===== src/rtl/ysyx_25040129_pkg.sv =====
// Shared definitions for the AXI4-Lite memory-port arbiter: FSM state
// encoding, response codes and write-strobe encodings.
package ysyx_25040129_pkg;

    typedef enum logic [2:0] {
        ST_IDLE  = 3'd0,
        ST_M0_AR = 3'd1,
        ST_M0_R  = 3'd2,
        ST_M1_AR = 3'd3,
        ST_M1_R  = 3'd4,
        ST_M1_WR = 3'd5,
        ST_M1_B  = 3'd6
    } arb_state_e;

    localparam logic [1:0] RESP_OKAY   = 2'b00;
    localparam logic [1:0] RESP_SLVERR = 2'b10;

    localparam logic [1:0] WSTRB_BYTE = 2'b01;
    localparam logic [1:0] WSTRB_HALF = 2'b10;
    localparam logic [1:0] WSTRB_WORD = 2'b11;

endpackage


===== src/rtl/ysyx_25040129_axil_arbiter.sv =====
// Two-master (IFU read-only, LSU read/write) to one-slave AXI4-Lite arbiter.
// One transaction at a time, LSU has priority, handshakes forwarded combinationally.
module ysyx_25040129_axil_arbiter
    import ysyx_25040129_pkg::*;
(
    input  logic        clk,
    input  logic        rst,

    input  logic [31:0] m0_araddr,
    input  logic        m0_arvalid,
    output logic        m0_arready,
    output logic [31:0] m0_rdata,
    output logic [1:0]  m0_rresp,
    output logic        m0_rvalid,
    input  logic        m0_rready,

    input  logic [31:0] m1_araddr,
    input  logic        m1_arvalid,
    output logic        m1_arready,
    output logic [31:0] m1_rdata,
    output logic [1:0]  m1_rresp,
    output logic        m1_rvalid,
    input  logic        m1_rready,
    input  logic [31:0] m1_awaddr,
    input  logic        m1_awvalid,
    output logic        m1_awready,
    input  logic [31:0] m1_wdata,
    input  logic [1:0]  m1_wstrb,
    input  logic        m1_wvalid,
    output logic        m1_wready,
    output logic [1:0]  m1_bresp,
    output logic        m1_bvalid,
    input  logic        m1_bready,

    output logic [31:0] s_araddr,
    output logic        s_arvalid,
    input  logic        s_arready,
    input  logic [31:0] s_rdata,
    input  logic [1:0]  s_rresp,
    input  logic        s_rvalid,
    output logic        s_rready,
    output logic [31:0] s_awaddr,
    output logic        s_awvalid,
    input  logic        s_awready,
    output logic [31:0] s_wdata,
    output logic [1:0]  s_wstrb,
    output logic        s_wvalid,
    input  logic        s_wready,
    input  logic [1:0]  s_bresp,
    input  logic        s_bvalid,
    output logic        s_bready
);

    arb_state_e state_q, state_d;
    logic       aw_done_q, aw_done_d;
    logic       w_done_q, w_done_d;
    logic       aw_fire_s, w_fire_s;

    // Handshake detection on the slave side of the write channels
    always_comb begin
        aw_fire_s = s_awvalid & s_awready;
        w_fire_s  = s_wvalid & s_wready;
    end

    // Next-state selection; IDLE grant order is m1 read, m1 write, m0 read
    always_comb begin
        state_d = state_q;
        case (state_q)
            ST_IDLE: begin
                if (m1_arvalid) begin
                    state_d = ST_M1_AR;
                end else if (m1_awvalid || m1_wvalid) begin
                    state_d = ST_M1_WR;
                end else if (m0_arvalid) begin
                    state_d = ST_M0_AR;
                end else begin
                    state_d = ST_IDLE;
                end
            end
            ST_M0_AR: begin
                if (m0_arvalid && s_arready) state_d = ST_M0_R;
                else                         state_d = ST_M0_AR;
            end
            ST_M0_R: begin
                if (s_rvalid && m0_rready) state_d = ST_IDLE;
                else                       state_d = ST_M0_R;
            end
            ST_M1_AR: begin
                if (m1_arvalid && s_arready) state_d = ST_M1_R;
                else                         state_d = ST_M1_AR;
            end
            ST_M1_R: begin
                if (s_rvalid && m1_rready) state_d = ST_IDLE;
                else                       state_d = ST_M1_R;
            end
            ST_M1_WR: begin
                if ((aw_done_q || aw_fire_s) && (w_done_q || w_fire_s)) state_d = ST_M1_B;
                else                                                    state_d = ST_M1_WR;
            end
            ST_M1_B: begin
                if (s_bvalid && m1_bready) state_d = ST_IDLE;
                else                       state_d = ST_M1_B;
            end
            default: state_d = ST_IDLE;
        endcase
    end

    // Write-channel completion flags: set on handshake, cleared whenever heading to IDLE
    always_comb begin
        if (state_d == ST_IDLE) begin
            aw_done_d = 1'b0;
            w_done_d  = 1'b0;
        end else if (state_q == ST_M1_WR) begin
            aw_done_d = aw_done_q | aw_fire_s;
            w_done_d  = w_done_q | w_fire_s;
        end else begin
            aw_done_d = aw_done_q;
            w_done_d  = w_done_q;
        end
    end

    // State and flag registers
    always_ff @(posedge clk or negedge rst) begin
        if (!rst) begin
            state_q   <= ST_IDLE;
            aw_done_q <= 1'b0;
            w_done_q  <= 1'b0;
        end else begin
            state_q   <= state_d;
            aw_done_q <= aw_done_d;
            w_done_q  <= w_done_d;
        end
    end

    // Channel routing: everything idles at zero unless the current state owns it
    always_comb begin
        m0_arready = 1'b0;
        m0_rdata   = 32'h0000_0000;
        m0_rresp   = 2'b00;
        m0_rvalid  = 1'b0;
        m1_arready = 1'b0;
        m1_rdata   = 32'h0000_0000;
        m1_rresp   = 2'b00;
        m1_rvalid  = 1'b0;
        m1_awready = 1'b0;
        m1_wready  = 1'b0;
        m1_bresp   = 2'b00;
        m1_bvalid  = 1'b0;
        s_araddr   = 32'h0000_0000;
        s_arvalid  = 1'b0;
        s_rready   = 1'b0;
        s_awaddr   = 32'h0000_0000;
        s_awvalid  = 1'b0;
        s_wdata    = 32'h0000_0000;
        s_wstrb    = 2'b00;
        s_wvalid   = 1'b0;
        s_bready   = 1'b0;
        case (state_q)
            ST_IDLE: begin
                s_arvalid = 1'b0;
            end
            ST_M0_AR: begin
                s_araddr   = m0_araddr;
                s_arvalid  = m0_arvalid;
                m0_arready = s_arready;
            end
            ST_M0_R: begin
                m0_rdata  = s_rdata;
                m0_rresp  = s_rresp;
                m0_rvalid = s_rvalid;
                s_rready  = m0_rready;
            end
            ST_M1_AR: begin
                s_araddr   = m1_araddr;
                s_arvalid  = m1_arvalid;
                m1_arready = s_arready;
            end
            ST_M1_R: begin
                m1_rdata  = s_rdata;
                m1_rresp  = s_rresp;
                m1_rvalid = s_rvalid;
                s_rready  = m1_rready;
            end
            ST_M1_WR: begin
                // A channel that has already handshaken is masked so it cannot fire twice
                s_awaddr   = m1_awaddr;
                s_awvalid  = m1_awvalid & ~aw_done_q;
                m1_awready = s_awready & ~aw_done_q;
                s_wdata    = m1_wdata;
                s_wstrb    = m1_wstrb;
                s_wvalid   = m1_wvalid & ~w_done_q;
                m1_wready  = s_wready & ~w_done_q;
            end
            ST_M1_B: begin
                m1_bresp  = s_bresp;
                m1_bvalid = s_bvalid;
                s_bready  = m1_bready;
            end
            default: begin
                s_arvalid = 1'b0;
            end
        endcase
    end

endmodule


===== config.mk =====
export PLATFORM = sky130hd
export DESIGN_NAME = ysyx_25040129_axil_arbiter
export DESIGN_NICKNAME = d
export VERILOG_FILES = /design/src/rtl/ysyx_25040129_pkg.sv /design/src/rtl/ysyx_25040129_axil_arbiter.sv
export SDC_FILE = /design/constraint.sdc
export NUM_CORES = 1
export LEC_CHECK = 0
export ABC_AREA = 1
export BUFFER_PORTS_ARGS = -buffer_cell sky130_fd_sc_hd__buf_2
export CORE_AREA = 5 5 138 140
export CTS_BUF_LIST = sky130_fd_sc_hd__clkbuf_16
export CTS_CLUSTER_DIAMETER = 30
export DETAILED_ROUTE_END_ITERATION = 7
export DIE_AREA = 0 0 143 145
export HOLD_SLACK_MARGIN = 0.08
export PLACE_DENSITY_LB_ADDON = 0.05
export SYNTH_ARGS = -nofsm -noshare
export SYNTH_HDL_FRONTEND = slang
export SYNTH_SLANG_ARGS = --single-unit

===== constraint.sdc =====
create_clock -name clk -period 4.15 [get_ports clk]
set_input_delay 0.83 -clock clk [delete_from_list [all_inputs] [get_ports clk]]
set_output_delay 0.83 -clock clk [all_outputs]
set_load 0.01 [all_outputs]

Word level (Yosys, flattened, before mapping) --
Cells that the tools add are included.
Word-level totals: output and inout port bits 180, bits of input ports 180, flip-flop bits (word level) 5, logic and storage cells 66
Cells by class: bitwise operators 10, mux-type cells 35, equal/unequal tests 6, reductions and logical operators 12
Operators by type and width (number):
- $mux W32 | 4
- $pmux W32 S2 | 1
- $pmux W3 S7 | 1
- $mux W1 | 15
- $mux W3 | 5
- $mux W2 | 7
- $eq A3 B3 Y1 const B | 3
- $and A1 B1 Y1 | 6
- $eq A3 B2 Y1 const B | 2
- $logic_and A1 B1 Y1 | 6
- $logic_not A3 Y1 | 2
- $pmux W1 S2 | 2
- $eq A3 B1 Y1 const B | 1
- $logic_or A1 B1 Y1 | 3
- $not A1 Y1 | 2
- $or A1 B1 Y1 | 2
- $reduce_bool A2 Y1 | 1

Depth between registers and ports, before layout --
depth in word-level cells 10, mapped depth 11, gate-level depth less buffers 11

Worst setup path before layout --
No wires, ideal clock.
kind flip-flop to output port, start point register state_q[1], end point output port s_araddr[0], path buffers 2, stages on the path, launching flop included 6, data required time 3320 ps, arrival 1218 ps, slack 2102 ps, cell sequence dfrtp_1 buf_4 nand2_1 nor2_4 clkbuf_1 a32o_1
Between the ends: word-level cells in the longest chain between the ends 2, elaborated cells on any way between the ends 3, those cells by class 2 x eq/ne; 1 x mux
RTL lines:
- start, declared | RTL line ysyx_25040129_axil_arbiter.sv:54 | arb_state_e state_q, state_d;
- start signal, assigned | RTL line ysyx_25040129_axil_arbiter.sv:129 | state_q <= state_d;
- $eq A3 B2 Y1 / $eq A3 B1 Y1 (equally long branches) | RTL line ysyx_25040129_axil_arbiter.sv:158 | case (state_q)
- $pmux W32 S2 * | RTL line ysyx_25040129_axil_arbiter.sv:158
- end, declared | RTL line ysyx_25040129_axil_arbiter.sv:35 | output logic [31:0] s_araddr,
Every way passes the cells marked *; elsewhere a longest branch is shown, timed or not.

Worst setup path in the final report --
start point register state_q[2], end point output port s_rready
Between the ends: word-level cells in the longest chain between the ends 2, elaborated cells on any way between the ends 3, those cells by class 2 x eq/ne; 1 x mux
RTL lines:
- $eq A3 B3 Y1 / $eq A3 B2 Y1 (equally long branches) | RTL line ysyx_25040129_axil_arbiter.sv:158
- $pmux W1 S2 * | RTL line ysyx_25040129_axil_arbiter.sv:158
- end, declared | RTL line ysyx_25040129_axil_arbiter.sv:41 | output logic s_rready,
Marks and branches as above.

==> results.ini <==
[layout]
layout.nets = 906
n_antenna_cell = 0
syn_to_final_growth_pct = 110
postLayoutCoreUtil_pct = 22.2
layout-drive-gt1-share_pct = 52.4
fillers = 2100

[route]
wl_mm = 12.6
highest-signal-layer = met4
ant_nets = 0
vias_per_cell = 3.72
num_vias = 3546
wirelength_met1_mm = 4.10
wl_met3_mm = 1.61
drt-pass1-iter-count = 4
met2_length_mm = 6.87
drc = 0
drt_iter0_markers = 98
wl_per_cell_um = 13.2

[logic_synthesis]
syn_nets = 565
synth_mux_area_share_pct = 0
syn_area_mm2 = 0.00187
avgSynthCellArea_um2 = 4.85
synthXorXnorAreaFrac_pct = 0
synthAdderAreaFrac_pct = 0
synth_compound_area_share_pct = 18.8
synth_top_family_by_area = simple AND/OR/NAND/NOR gates
synthSimpleGateAreaFrac_pct = 43.8
synth_warnings = 0
syn_inst = 385
yosysSeqAreaShare_pct = 6.70
synth-seq-cells = 5
netlist-cell-type-count = 22

[clocking]
hold_buffers = 0
cts-buffers-inserted = 3
cts_resized = 0
htreeDepth = 1
postCtsSetupBuffers = 0
cts_sinks = 5
cts_tree = built
clk_pin_slew_ns = 0.03
ctsLongestPathBuffers = 2
cts-root-buf = clkbuf_16
clk_latency_ns = 0.22

[sta]
holdWs_ns = 0.415
drv_slew = 0
timing.fmax_mhz = 296
finalHoldViolations = 0
period_needed_ns = 3.38
max-slew-margin-rel_pct = 44.8
rsz0062_at_grt = false
setup_viol = 0
clock_skew_ns = 0.000807
fin_tns_setup_ns = 0
fin_crit_sh_pct = 81.4
worstMarginPinSlew_ns = 0.826

[floorplanning]
die_y_um = 145
start_util_pct = 10.5
dieArea_mm2 = 0.0207
pin_count = 360
core_mm2 = 0.0177
rows = 49
die_x_um = 143

[critical_path]
path_max_fanout = 40
crit_required_ns = 3.32
worst-setup-path-type = register to output port
arrival_ns = 2.55
cp-start-kind = register
end_kind = output port

[job]
cap_violations = 0

[global_routing]
grt_max_degree = 41
antenna_found_initial = 0
grt_pass1_vias = 3490
groute.usage.overall_pct = 10.8
grt_pass1_wl_mm = 18.3
grt_overflow = 0

[placement]
hpwlAfterDp_mm = 11.0
io_buffers = 359
gp_congestion = 0.854

[power_and_ir_drop]
switching_power_w = 0.000943
power.ir.vdd_worst_mv = 0.146
sequentialPowerShare_pct = 7.0
p_clk_share_pct = 9.2
sw_frac_of_total_pct = 56.3
internal_power_w = 0.000731
power_density_mw_per_mm2 = 426
total_power_w = 0.00167
leakage_nw = 2.95
combPwrFrac_pct = 83.8

[worst_hold_path]
holdCritPathClass = primary input to asynchronous set/reset pin

[run_status]
status = finished clean

==> cells by family (layout without fill, tap and decap cells) <==
group	after synthesis	count (layout)
compound gates	37	37
flops	5	5
buf+inv	147	487
simple gates	196	196
==> state kept, by name, summed over array words and instances (netlist names) <==
name,flops
w_done_q,1
aw_done_q,1
state_q,3
==> power groups by stage <==
| stage | registers [W] | logic (W) | clock network [W] |
|---|---|---|---|
| after floorplan | 0.0000940 | 0.000882 | 0 |
| after global placement | 0.000118 | 0.00144 | 0 |
| after detailed placement | 0.000118 | 0.00143 | 0 |
| after CTS | 0.000117 | 0.00144 | 0.000157 |
| after global routing | 0.000122 | 0.00156 | 0.000161 |
| final | 0.000117 | 0.00140 | 0.000154 |
==> per-layer routing <==
metal | track usage, % | vias up
li1 | - | 1814
met1 | 9.91 | 1507
met2 | 22.8 | 223
met3 | 3.36 | 2
met4 | 1.71 | 0
met5 | 0 | -
==> layout make-up <==
cell class / instances / area, um^2 / area share (%)
clock inverter: 1 / 3.75 / 0.0956
multi-input combinational: 233 / 1170 / 29.8
tap: 229 / 287 / 7.30
timing repair buffer: 360 / 1800 / 46.0
inverter: 123 / 462 / 11.8
clock buffer: 3 / 75.1 / 1.91
sequential: 5 / 125 / 3.19
==> per-stage QoR <==
stage | cells | area (um^2) | setup WS (ns)
6_report | 954 | 3930 | 0.773
5_1_grt | 954 | 3930 | 0.460
4_1_cts | 954 | 3930 | 0.718
3_5_place_dp | 950 | 3850 | 0.954
3_3_place_gp | 950 | 3850 | 1.10
2_1_floorplan | 385 | 1870 | 2.10
==> critical path, stage by stage, from the launching register on <==
cell and delay [ns]:
dfrtp_1 0.45, inv_2 0.55, nand3_2 0.74, o22ai_1 0.39
buf_2 0.18
==> worst paths after layout <==
path                       startpoint          to  slack, ns  depth (start not counted)
min                               rst  state_q[1]       0.41                          1
max reg2reg                state_q[1]   aw_done_q       2.02                         10
max in group asynchronous         rst    w_done_q       3.60                          1
min reg2reg                  w_done_q    w_done_q       0.65                          4
min in group clk             w_done_q    w_done_q       0.65                          4
max                        state_q[2]    s_rready       0.77                          4
==> layout by cell type (no fill, tap or decap), drive strengths merged <==
cell      n
buf     360
inv     124
nor3      6
clkbuf    3
nand2    26
nand3     8
nor2    154
o22ai     1
a32o     33
nand4     2
dfrtp     5
o21ai     2
a21oi     1
==> cells in the mapped netlist (all sizes together) <==
cell type / number / area share (%)
a21oi: 1 / 0.27
a32o: 33 / 18
buf: 13 / 3.8
clkbuf: 11 / 2.2
dfrtp: 5 / 6.7
inv: 123 / 25
nand2: 26 / 5.6
nand3: 8 / 3.2
nand4: 2 / 0.67
nor2: 154 / 32
nor3: 6 / 2.1
o21ai: 2 / 0.54
o22ai: 1 / 0.34
(Power assumes the default switching activity.)
